File: src/rtl/snn_pkg.sv
// Shared types and default widths for the spike-rate decoder.
// Window FSM states and the "no interval seen" marker.
package snn_pkg;

  localparam int CNT_W = 8;
  localparam int WIN_W = 16;

  localparam logic [WIN_W-1:0] ISI_NONE = '1;

  typedef enum logic {
    IDLE,
    COUNT
  } state_e;

endpackage

File: src/rtl/spike_chan_acc.sv
// One spike channel: edge detect, saturating count, min interval.
// cnt_o/min_isi_o already include an event on the current cycle.
module spike_chan_acc #(
  parameter int CNT_W = 8,
  parameter int WIN_W = 16
) (
  input  logic             clk,
  input  logic             rst,
  input  logic             spike_i,
  input  logic             clear_i,
  input  logic             active_i,
  input  logic [WIN_W-1:0] cyc_i,
  output logic [CNT_W-1:0] cnt_o,
  output logic [WIN_W-1:0] min_isi_o
);

  logic             spike_q;
  logic             ev;
  logic             has_q, has_d;
  logic [CNT_W-1:0] cnt_q, cnt_d;
  logic [WIN_W-1:0] last_q, last_d;
  logic [WIN_W-1:0] min_q, min_d;
  logic [WIN_W-1:0] isi;

  always_comb begin
    ev     = spike_i & ~spike_q & active_i;
    isi    = cyc_i - last_q;
    cnt_d  = cnt_q;
    last_d = last_q;
    has_d  = has_q;
    min_d  = min_q;
    if (ev) begin
      if (cnt_q != '1) cnt_d = cnt_q + 1'b1;
      last_d = cyc_i;
      has_d  = 1'b1;
      if (has_q && (isi < min_q)) min_d = isi;
    end
  end

  assign cnt_o     = cnt_d;
  assign min_isi_o = min_d;

  always_ff @(posedge clk or posedge rst) begin
    if (rst) begin
      spike_q <= 1'b0;
      has_q   <= 1'b0;
      cnt_q   <= '0;
      last_q  <= '0;
      min_q   <= '1;
    end else begin
      spike_q <= spike_i;
      if (clear_i) begin
        has_q  <= 1'b0;
        cnt_q  <= '0;
        last_q <= '0;
        min_q  <= '1;
      end else begin
        has_q  <= has_d;
        cnt_q  <= cnt_d;
        last_q <= last_d;
        min_q  <= min_d;
      end
    end
  end

endmodule

File: src/rtl/spike_rate_decoder.sv
// Decodes off-chip spike trains into per-window counts and min ISI.
// Window FSM, cycle counter and a valid/ready result register.
module spike_rate_decoder #(
  parameter int NCH   = 2,
  parameter int CNT_W = snn_pkg::CNT_W,
  parameter int WIN_W = snn_pkg::WIN_W
) (
  input  logic                 clk,
  input  logic                 rst,
  input  logic [NCH-1:0]       spike_in,
  input  logic [WIN_W-1:0]     win_len,
  input  logic                 run,
  output logic                 busy,
  output logic                 out_valid,
  input  logic                 out_ready,
  output logic [NCH*CNT_W-1:0] out_count,
  output logic [NCH*WIN_W-1:0] out_min_isi,
  output logic                 overrun
);

  import snn_pkg::*;

  state_e               state_q, state_d;
  logic [WIN_W-1:0]     cyc_q, cyc_d;
  logic [WIN_W-1:0]     len_q, len_d;
  logic                 valid_q, valid_d;
  logic                 ovr_q, ovr_d;
  logic [NCH*CNT_W-1:0] cnt_q, cnt_nx;
  logic [NCH*WIN_W-1:0] isi_q, isi_nx;
  logic                 cnting;
  logic                 close;
  logic                 start;
  logic                 load;

  assign cnting = (state_q == COUNT);
  assign close  = cnting && (cyc_q == len_q - 1'b1);
  assign start  = run && (!cnting || close);
  assign load   = close && (!valid_q || out_ready);

  always_comb begin
    state_d = state_q;
    unique case (state_q)
      IDLE:  if (run) state_d = COUNT;
      COUNT: if (close && !run) state_d = IDLE;
      default: state_d = IDLE;
    endcase
  end

  always_comb begin
    cyc_d = cyc_q;
    len_d = len_q;
    if (start) begin
      cyc_d = '0;
      len_d = (win_len == '0) ? WIN_W'(1) : win_len;
    end else if (cnting) begin
      cyc_d = cyc_q + 1'b1;
    end
  end

  // A close loading alongside a handshake keeps out_valid high.
  assign valid_d = load || (valid_q && !out_ready);
  assign ovr_d   = ovr_q || (close && valid_q && !out_ready);

  for (genvar k = 0; k < NCH; k++) begin : g_ch
    spike_chan_acc #(
      .CNT_W(CNT_W),
      .WIN_W(WIN_W)
    ) u_acc (
      .clk      (clk),
      .rst      (rst),
      .spike_i  (spike_in[k]),
      .clear_i  (start),
      .active_i (cnting),
      .cyc_i    (cyc_q),
      .cnt_o    (cnt_nx[k*CNT_W +: CNT_W]),
      .min_isi_o(isi_nx[k*WIN_W +: WIN_W])
    );
  end

  always_ff @(posedge clk or posedge rst) begin
    if (rst) begin
      state_q <= IDLE;
      cyc_q   <= '0;
      len_q   <= WIN_W'(1);
      valid_q <= 1'b0;
      ovr_q   <= 1'b0;
      cnt_q   <= '0;
      isi_q   <= '1;
    end else begin
      state_q <= state_d;
      cyc_q   <= cyc_d;
      len_q   <= len_d;
      valid_q <= valid_d;
      ovr_q   <= ovr_d;
      if (load) begin
        cnt_q <= cnt_nx;
        isi_q <= isi_nx;
      end
    end
  end

  assign busy        = cnting;
  assign out_valid   = valid_q;
  assign overrun     = ovr_q;
  assign out_count   = cnt_q;
  assign out_min_isi = isi_q;

endmodule

File: config.mk
export PLATFORM = sky130hd
export DESIGN_NAME = spike_rate_decoder
export DESIGN_NICKNAME = d
export VERILOG_FILES = /design/src/rtl/snn_pkg.sv /design/src/rtl/spike_chan_acc.sv /design/src/rtl/spike_rate_decoder.sv
export SDC_FILE = /design/constraint.sdc
export NUM_CORES = 1
export LEC_CHECK = 0
export BUFFER_PORTS_ARGS = -buffer_cell sky130_fd_sc_hd__buf_2
export CORE_MARGIN = 5
export CORE_UTILIZATION = 35
export DETAILED_ROUTE_END_ITERATION = 7
export GPL_TIMING_DRIVEN = 0
export SLEW_MARGIN = 15
export SYNTH_ARGS = -nofsm -noshare
export SYNTH_HDL_FRONTEND = slang
export SYNTH_HIERARCHICAL = 1
export SYNTH_SLANG_ARGS = --single-unit
File: constraint.sdc
create_clock -name clk -period 8.24 [get_ports clk]
set_input_delay 0 -clock clk [delete_from_list [all_inputs] [get_ports clk]]
set_output_delay 0 -clock clk [all_outputs]
set_load 0.01 [all_outputs]
# Yosys cells after proc, flatten, opt, wreduce, memory -nomap -nowiden
# Index checks and enable logic that the tools add are counted.
# op_classes
bitwise	7
magnitude_cmp	2
muxes	26
n_eq_ne	3
addsub	6
n_reduce_logical	21
# ops
operator	n
16-bit 2-to-1 mux	13
8-bit 2-to-1 mux	6
16-bit less-than comparator	2
16-bit subtractor	2
16-bit by 1-bit adder with 16-bit output (second input constant)	1
8-bit by 1-bit adder with 8-bit output (second input constant)	2
16-bit == test	1
16-bit zero test	1
8-bit != test (second input constant)	2
16-bit by 1-bit subtractor with 16-bit output (second input constant)	1
1-bit logical AND	9
1-bit 2-to-1 mux	6
2-bit nonzero test	3
1-bit AND	4
1-bit zero test	4
1-bit logical OR	4
1-bit NOT	3
1-bit case mux with 2 select lines	1
# word_totals
ff_bits	167
word_cells	82

# Logic depth before layout (Yosys ltp)
# Gate-level depths: netlist (run 1).
# logic_depth
depth_word	6
mapped_depth	18

# Hierarchy
# Netlist (run 1), hierarchy kept.
# by_module_without_submodules
module	area_per_inst_um2	seq_area_each_um2	cells_per_inst	n_inst
spike_chan_acc	3225.6	1071.0	375	2
spike_rate_decoder	4016.4	2118.3	319	1

# Worst setup path before layout (run 1)
# Ideal clock, no wire load.
# synth_path
path_type	reg-to-reg
from	reg cyc_q[0]
to	reg isi_q[6], in the netlist out_min_isi[6]
path_stages_with_launch	17
period_less_slack_ns	3.552
t_required_ns	8.158
setup_slack_ns	4.688
setup_time_ns	0.082
arrival_time_ns	3.470
cell_sequence	dfrtp_1 inv_1 ha_1 fa_1 nand2b_1 a21o_1 a21o_1 nor2b_1 xnor2_1 ha_1 and3_1 o21ai_0 a31oi_1 nor2_2 buf_2 o21ai_0 mux2_4
# synth_between
elab_chain_len	5
elab_cells_between_ends	8
classes_between	1 x add/sub; 1 x order compare; 1 x eq/ne; 2 x mux; 3 x reduce/logical
# synth_rtl
item	line_no	text
start: declaration	spike_rate_decoder.sv:24	logic [WIN_W-1:0] cyc_q, cyc_d;
start signal: assignment	spike_rate_decoder.sv:91	cyc_q <= cyc_d;
16-bit subtractor *	spike_chan_acc.sv:27	isi = cyc_i - last_q;
16-bit less-than comparator	spike_chan_acc.sv:36	if (has_q && (isi < min_q)) min_d = isi;
1-bit logical AND	spike_chan_acc.sv:36	
16-bit 2-to-1 mux *	spike_chan_acc.sv:36	
16-bit 2-to-1 mux *	spike_chan_acc.sv:32	if (ev) begin
net isi_nx[6]	spike_rate_decoder.sv:29	logic [NCH*WIN_W-1:0] isi_q, isi_nx;
end signal: assignment	spike_rate_decoder.sv:97	isi_q <= isi_nx;
end: declaration	spike_rate_decoder.sv:29	
# Mark *: on every way through the listed nets, which the timed path passes. The rest lies on a longest branch.
# A chain may end at the register's enable or synchronous reset.

# Worst setup path after layout (run 1)
# layout_path
from	reg len_q[1]
to	reg g_ch[0].u_acc.min_q[13]
# layout_between
elab_chain_len	6
# layout_rtl
item	line_no	text
start: declaration	spike_rate_decoder.sv:25	logic [WIN_W-1:0] len_q, len_d;
start signal: assignment	spike_rate_decoder.sv:92	len_q <= len_d;
16-bit by 1-bit subtractor with 16-bit output	spike_rate_decoder.sv:36	assign close = cnting && (cyc_q == len_q - 1'b1);
16-bit == test	spike_rate_decoder.sv:36	
1-bit logical AND	spike_rate_decoder.sv:36	
1-bit logical OR	spike_rate_decoder.sv:37	assign start = run && (!cnting || close);
1-bit logical AND	spike_rate_decoder.sv:37	
net start	spike_rate_decoder.sv:32	logic start;
16-bit 2-to-1 mux	spike_chan_acc.sv:52	if (clear_i) begin
end signal: assignment	spike_chan_acc.sv:61	min_q <= min_d;
end: declaration	spike_chan_acc.sv:22	logic [WIN_W-1:0] min_q, min_d;
# The timed path passes the listed nets, and every way through them passes these cells.

==> results of run 1 <==
## worst min-delay path, stage by stage
cell,delay (ns)
dlygate4sd3_1,0.54
buf_2,0.16
inv_2,0.38
## placed cells by master (no fill, tap or decap), drive strengths merged, types with 23 or more instances in the layout
cell / count
nor2: 60
ha: 64
dfstp: 65
nand4: 25
a21oi: 72
xor2: 29
inv: 77
o21ai: 46
o211ai: 23
clkbuf: 43
xnor2: 34
nand2: 100
nand3: 35
dfrtp: 102
buf: 97
mux2: 69
a21o: 34
## routing by layer
| layer | routed length [microns] | global-route usage [%] |
|---|---|---|
| met3 | 520 | 2.36 |
| met4 | 368 | 4.17 |
| met2 | 11600 | 24.5 |
| met1 | 12100 | 20.6 |
| met5 | 0 | 0 |
## flip-flops by register name (all words and copies together), names as in the netlist
signal and flops:
busy 1, overrun 1, cyc_q 16, out_valid 1
g_ch.u_acc/last_q 32, g_ch.u_acc/has_q 2, out_min_isi 32, g_ch.u_acc/min_q 32
g_ch.u_acc/spike_q 2, g_ch.u_acc/cnt_q 16, len_q 16, out_count 16
## logic make-up (layout without fill, tap and decap cells)
family                     count (synthesis)  after routing  share of synthesized area [%]
and+or+nand+nor                          319            319                           15.3
AOI/OAI and AO/OA                        263            263                           17.4
DFF                                      167            167                           40.7
buffers and inverters                    120            248                           4.91
muxes                                     71             71                           8.40
adders and majority gates                 66             66                           8.03
xor gates and xnor gates                  63             63                           5.27
## how the worst max path moves through the flow
stage	depth (start not counted)	to	start	slack [ns]
2_1_floorplan	16	out_min_isi[6]	cyc_q[0]	4.69
3_3_place_gp	13	g_ch[1].u_acc/min_q[0]	len_q[1]	3.79
3_5_place_dp	13	g_ch[0].u_acc/min_q[5]	len_q[1]	3.74
4_1_cts	13	g_ch[0].u_acc/min_q[5]	len_q[1]	3.70
5_1_grt	13	g_ch[0].u_acc/min_q[0]	len_q[1]	3.31
6_report	13	g_ch[0].u_acc/min_q[13]	len_q[1]	3.74
## stage by stage
| step | setup slack, ns | instances | hold WS (ns) |
|---|---|---|---|
| floorplan | 4.69 | 1069 | 0.0314 |
| global placement | 3.79 | 1531 | 0.138 |
| detailed placement | 3.74 | 1534 | 0.0993 |
| CTS | 3.70 | 1587 | 0.202 |
| global route | 3.31 | 1587 | 0.235 |
| finish | 3.74 | 1587 | 0.197 |
## report_power, final
| group | total (uW) | switching [uW] | leakage (uW) | internal (uW) |
|---|---|---|---|---|
| sequential | 1250 | 159 | 0.00201 | 1090 |
| combinational | 2700 | 1520 | 0.00341 | 1180 |
| clock | 916 | 339 | 0.000325 | 577 |
| total | 4860 | 2020 | 0.00574 | 2840 |
## layout make-up
type	count	area, sq um
clock buffers	20	447
clock inverters	12	220
plain buffers	45	233
inverters	75	284
fillers	2881	17300
flip-flops and latches	167	4260
multi-input cells	782	5690
well taps	390	488
repair buffers	96	646
==> flow_summary.toml, run 1 <==
[finish]
fin_area_sq_um = 12300
n_antenna_cell = 0
final_nets = 1272
final_util_pct = 41.5
area_growth_pct = 17.2
drive_above_1_share_pct = 24.1

[grt]
grt_antenna_before_repair = 0
grt_max_degree = 47
overflow = 0
grt_pass1_wl_mm = 41.5
grt_pass1_vias = 8128
grt_usage_pct = 15.0

[detailed_routing]
ant_nets = 0
firstDrtPassIters = 4
vias = 8134
drt_wl_total_mm = 24.6
viasPerCell = 5.13
first_iter_violations = 436
wl_per_cell_microns = 15.5
drc = 0

[logic_synthesis]
synth_fp_nets = 1157
yosysSeqAreaShare_pct = 40.7
async_flop_share_pct = 100
yosysMostFrequentCell = "dfrtp_1"
synth_ff_type = "dfrtp_1"
netlist_top_cells_count = "102 x dfrtp_1, 100 x nand2_1, 75 x inv_1"
synth_edf_count = 0
synth.ff_latch_count = 167
synthCells = 1069
synth_top_cell_area_share_pct = 24.4
yosysWarningCount = 6
ys_top_cells_by_area = "dfrtp_1 24%, dfstp_2 16%, ha_1 7.7%, mux2_2 5.1%, nand2_1 3.6%"
netlist_area_sq_um = 10500
postSynthAreaPerCell_sq_um = 9.79
synth_cell_types = 73
synth_top_area_cell = "dfrtp_1"

[worst_setup_path]
reg2reg_to = "g_ch[0].u_acc/min_q[13]"
worstPathRequired_ns = 8.60
cp-end-kind = "flop"
r2r_cells = 13
crit_path_cell_trace = "inv_1, ha_1, or4b_1, clkbuf_1, or3_1, a21oi_1, o2111ai_1, o41ai_1, buf_2, buf_2, inv_1, clkbuf_1, o211ai_1"
cp_max_fo = 21
start_kind = "flop"
critical_path_class = "reg2reg"
r2r_slack_ns = 3.74
critical_path_buf_inv_count = 6
max_stage_delay_ns = 0.60
r2r_start = "len_q[1]"
crit_family = "buffers and inverters"
worst_path_max_delay_cell = "o41ai_1"
worstPathArrival_ns = 4.85

[clock_tree]
numCtsBuffers = 17
cts_sinks = 167
postCtsHoldBufs = 21
root_buffer = "clkbuf_16"
cts_tree = "yes"
max-clock-path-buffers = 2
clkTransAtPathRegs_ns = 0.07
clk_latency_ns = 0.44
post_cts_buffers = 0
cts_max_level = 4
ctsResizeCount = 0

[pwr]
p_per_area_nw_per_um2 = 396
totalPowerFinal_uw = 4860
irDropWorstVdd_mv = 0.157
leakage_uw = 0.00574

[placement]
io_buffers = 72
dp_hpwl_mm = 18.4
place.gp.congestion = 0.823
placed_cell_area_sq_um = 11400

[sta]
setup-tns-final_ns = 0
post-route-period-util_pct = 54.6
finalHoldViolCount = 0
worstMarginPinSlew_ns = 0.598
grt_setup_unrepaired = "false"
relSlewSlack_pct = 60.1
final-setup-viol-count = 0
final.setup_skew_ns = 0.00709
drv_slew = 0
finalCriticalPeriod_ns = 4.50
fmax_ghz = 0.222

[floorplanning]
die_w_microns = 183
initial_core_util_pct = 35.4
die_area_sq_um = 33500
rows = 63
die_h_microns = 183
core_sq_um = 29600
io_pins = 73

[run]
maxCapViolCount = 0

[min_path]
hold_class = "in2async"

[outcome]
status = "complete, no violations"
(Power assumes the default switching activity.)
==> inputs of run 2 (changes only) <==
Clock period 8.24 ns to 3.74 ns, I/O delays scaled along.
==> flow_summary.toml, run 2 (synthesized netlist as in run 1, its figures left out) <==
[run]
maxCapViolCount = 0

[placement]
dp_slack_ns = -0.764
place.gp.congestion = 0.823
io_buffers = 72
dp_hpwl_mm = 18.4

[pwr]
p_seq_share_pct = 22.7
p_comb_share_pct = 60.7
clock_power_share_pct = 16.6
switching_share_pct = 41.6
internal-power_uw = 7080
p_sw_uw = 5050
p_per_area_nw_per_um2 = 925
totalPowerFinal_uw = 12100
leakage_uw = 0.00602
irDropWorstVdd_mv = 0.357

[clock_tree]
cts_tree = "yes"
numCtsBuffers = 17
clk_latency_ns = 0.44
clkTransAtPathRegs_ns = 0.07
cts_sinks = 167
root_buffer = "clkbuf_16"
max-clock-path-buffers = 2
cts_max_level = 4

[detailed_routing]
drt_wl_total_mm = 26.1
wl_per_cell_microns = 16.1
first_iter_violations = 487
vias = 8460
firstDrtPassIters = 5
drc = 0
viasPerCell = 5.22
ant_nets = 0

[sta]
final.setup_skew_ns = 0.00824
fmax_ghz = 0.274
finalHoldViolCount = 0
drv_slew = 0
grt_setup_unrepaired = "true"
relSlewSlack_pct = 59.8
setup-tns-final_ns = 0
final-setup-viol-count = 0
worstMarginPinSlew_ns = 0.603
setup_slack_ns = 0.0943
finalCriticalPeriod_ns = 3.65
post-route-period-util_pct = 97.5

[worst_setup_path]
worstPathRequired_ns = 4.10
worst_path_max_delay_cell = "dfrtp_1"
worstPathArrival_ns = 4.01
crit_path_cell_trace = "ha_2, a21o_1, a221o_1, mux2_4, a211oi_4, ha_1, and3_4, nand4_1, a31o_2, buf_6, a21oi_1, a21o_1, mux2_4"
cp-end-kind = "flop"
start_kind = "flop"
max_stage_delay_ns = 0.46
critical_path_class = "reg2reg"
cp_max_fo = 10

[grt]
overflow = 0
grt_usage_pct = 15.3
grt_pass1_vias = 8288
grt_max_degree = 47
grt_pass1_wl_mm = 42.4
grt_antenna_before_repair = 0

[floorplanning]
io_pins = 73
die_area_sq_um = 33500
core_sq_um = 29600
rows = 63
initial_core_util_pct = 35.4
die_w_microns = 183
die_h_microns = 183

[finish]
area_growth_pct = 25.2
mostFrequentLayoutCells = "96 x nand2_1, 91 x dfrtp_1, 80 x buf_2"
final_nets = 1306
mostFrequentLayoutCell = "nand2_1"
n_antenna_cell = 0
drive_above_1_share_pct = 33.6

[min_path]
hold_class = "in2async"

[outcome]
status = "complete, no violations"
## run 2: repair_timing
item                                    CTS  global route
gates cloned                              0             2
hold endpoints to repair                 82             0
gates resized for setup                  58            86
hold buffers                             21             0
endpoints found under the setup margin  123           110
setup buffers                            11            22
pin swaps                                 9            22
## run 2: power by group through the flow
stage	logic [uW]	clock network, uW	registers (uW)
2_1_floorplan	4610	0	2690
6_report	7360	2020	2750
4_1_cts	6440	2070	2750
5_1_grt	8110	2150	2810
3_5_place_dp	5890	0	2770
3_3_place_gp	5780	0	2760
## run 2: final timing paths
| path | slack [ns] | cells past startpoint | end | startpoint |
|---|---|---|---|---|
| worst max-delay path | 0.09 | 13 | out_min_isi[14] | cyc_q[7] |
| worst min-delay path | 0.20 | 3 | g_ch[1].u_acc/last_q[2] | rst |
| worst max register to register | 0.09 | 13 | out_min_isi[14] | cyc_q[7] |
| worst min register to register | 0.49 | 1 | overrun | overrun |
| max in group asynchronous | 2.82 | 4 | len_q[0] | rst |
| min in group clk | 0.27 | 2 | g_ch[1].u_acc/spike_q | spike_in[1] |
## run 2: stage by stage
step | utilization (%) | std cells | instance area [sq um] | hold WS [ns]
3_5_place_dp | 38.5 | 1534 | 11400 | 0.0993
3_3_place_gp | 38.3 | 1531 | 11300 | 0.138
2_1_floorplan | - | 1069 | 10500 | 0.0314
4_1_cts | 42.6 | 1598 | 12600 | 0.202
6_report | 44.4 | 1621 | 13100 | 0.203
5_1_grt | 44.4 | 1621 | 13100 | 0.232
## run 2: area by class of cell
cell class              instances  area, sq um
multi-input cells             782         6170
repair buffers                131          921
fillers                      2803        16400
well taps                     390          488
plain buffers                  44          298
flip-flops and latches        167         4270
clock buffers                  20          447
clock inverters                12          220
inverters                      75          292
## run 2: layer usage
metal | GRT usage (%) | routed length [microns]
met5 | 0 | 0
met4 | 4.65 | 495
met3 | 2.72 | 713
met2 | 25.0 | 12400
met1 | 20.9 | 12400
## run 2: critical path: cells and delay by family (launching register included)
family	cells	cell delay, ns
buf+inv	1	0.16
simple gates	2	0.35
mux	2	0.61
fa+ha+maj	2	0.66
flops	1	0.46
compound gates	6	1.32
==> inputs of run 3 (changes only) <==
Settings changed: PLACE_DENSITY set to 0.54.
Clock period 3.74 ns to 3.3 ns, I/O delays scaled along.
==> flow_summary.toml, run 3 (synthesized netlist as in run 1, its figures left out) <==
[placement]
place.gp.congestion = 0.812
io_buffers = 72
dp_hpwl_mm = 19.1
dp_cells = 1534
dp_slack_ns = -0.890

[floorplanning]
die_h_microns = 183
core_sq_um = 29600
initial_core_util_pct = 35.4
die_w_microns = 183
io_pins = 73
rows = 63
die_area_sq_um = 33500

[worst_setup_path]
startpoint = "cyc_q[7]"
cp_max_fo = 5
critical_path_buf_inv_count = 1
worstPathArrival_ns = 3.96
critical_path_class = "reg2reg"
worstPathRequired_ns = 3.67
r2r_start = "cyc_q[7]"
start_kind = "flop"
worst_path_max_delay_cell = "dfrtp_2"
crit_family = "compound AO/OA/AOI/OAI gates"
crit_path_cell_trace = "ha_4, a21o_1, a221o_1, mux2_4, a211oi_4, ha_1, and3_4, nand4_1, a31o_4, buf_12, nand3_1, o21ai_1, mux2_4"
cpMostUsedCell = "mux2_4"
cp-end-kind = "flop"
cp.depth = 13
r2r_cells = 13
max_stage_delay_ns = 0.48

[grt]
grt_usage_pct = 16.3
grt_pass1_wl_mm = 44.4
overflow = 0
grt_max_degree = 44
grt_antenna_before_repair = 0
grt_pass1_vias = 8440

[finish]
n_antenna_cell = 0
final_nets = 1358
mostFrequentLayoutCells = "96 x nand2_1, 89 x dfrtp_1, 76 x buf_2"
area_growth_pct = 35.2
drive_above_1_share_pct = 41.4
finalNonFillerCells = 1673
mostFrequentLayoutCell = "nand2_1"

[outcome]
status = "finished, violations left"
violations = "negative setup slack"

[sta]
finalCriticalPeriod_ns = 3.59
drv_slew = 0
final.setup_skew_ns = 0.0135
relSlewSlack_pct = 59.1
grt_setup_unrepaired = "true"
worstMarginPinSlew_ns = 0.612
post-route-period-util_pct = 109
fmax_ghz = 0.278
finalHoldViolCount = 0
setup_slack_ns = -0.293
final-setup-viol-count = 64

[run]
maxCapViolCount = 0

[detailed_routing]
drc = 0
vias = 8618
viasPerCell = 5.15
firstDrtPassIters = 4
ant_nets = 0
first_iter_violations = 460
wl_per_cell_microns = 16.7
drt_wl_total_mm = 28.0

[clock_tree]
clkTransAtPathRegs_ns = 0.07
clk_latency_ns = 0.44
root_buffer = "clkbuf_16"
cts_tree = "yes"
max-clock-path-buffers = 2
cts_sinks = 167
numCtsBuffers = 17
cts_max_level = 4

[pwr]
irDropWorstVdd_mv = 0.452
p_per_area_nw_per_um2 = 1100
leakage_uw = 0.00644

[min_path]
hold_class = "in2async"
[run 3: worst paths after layout]
check,end,slack [ns]
min reg2reg,overrun,0.49
max reg2reg,out_min_isi[12],-0.29
max in group asynchronous,len_q[0],2.37
min in group clk,g_ch[0].u_acc/spike_q,0.26
max,out_min_isi[12],-0.29
min,g_ch[0].u_acc/last_q[3],0.16
[run 3: stage by stage]
step	hold slack [ns]	utilization [%]	total power, uW	cell area, sq um	setup TNS [ns]
floorplan	0.0314	-	8730	10700	-0.481
CTS	0.172	45.1	14100	13300	-7.09
global placement	0.164	39.0	10300	11500	-92.93
detailed placement	0.0750	39.3	10400	11600	-83.88
finish	0.164	47.9	15500	14200	-11.85
global route	0.210	47.9	16700	14200	-19.25
[run 3: power breakdown]
part,internal (uW),total (uW),switching [uW]
combinational,5000,10200,5240
clock,1270,2170,892
sequential,2730,3120,395
[run 3: what timing repair did]
| action | CTS | global route |
|---|---|---|
| hold endpoints to repair | 79 | 0 |
| gates cloned | 2 | 4 |
| pin swaps | 56 | 51 |
| gates resized for setup | 138 | 87 |
| setup endpoints to repair | 154 | 126 |
| buffers inserted | 50 | 42 |
| hold buffers | 21 | 0 |
[run 3: layout make-up]
| cell class | count | area, sq um |
|---|---|---|
| buffer | 37 | 282 |
| clock buffer | 18 | 429 |
| clock inverter | 14 | 195 |
| fill | 2737 | 15400 |
| inverter | 75 | 292 |
| multi-input combinational | 782 | 6690 |
| sequential | 167 | 4280 |
| tap | 390 | 488 |
| timing repair buffer | 190 | 1510 |
[run 3: routing by layer]
metal,global-route usage (%),wire [microns],vias up
met5,0,0,-
met4,4.26,422,0
met3,2.64,669,23
met2,26.5,13400,122
met1,22.7,13500,4221
li1,-,-,4252
[run 3: worst register-to-register path, cell delays in order, from the launching register on]
cell      delay, ns
dfrtp_2        0.48
ha_4           0.27
a21o_1         0.22
a221o_1        0.36
mux2_4         0.33
a211oi_4       0.27
ha_1           0.24
and3_4         0.22
nand4_1        0.20
a31o_4         0.32
buf_12         0.14
nand3_1        0.11
o21ai_1        0.10
mux2_4         0.27
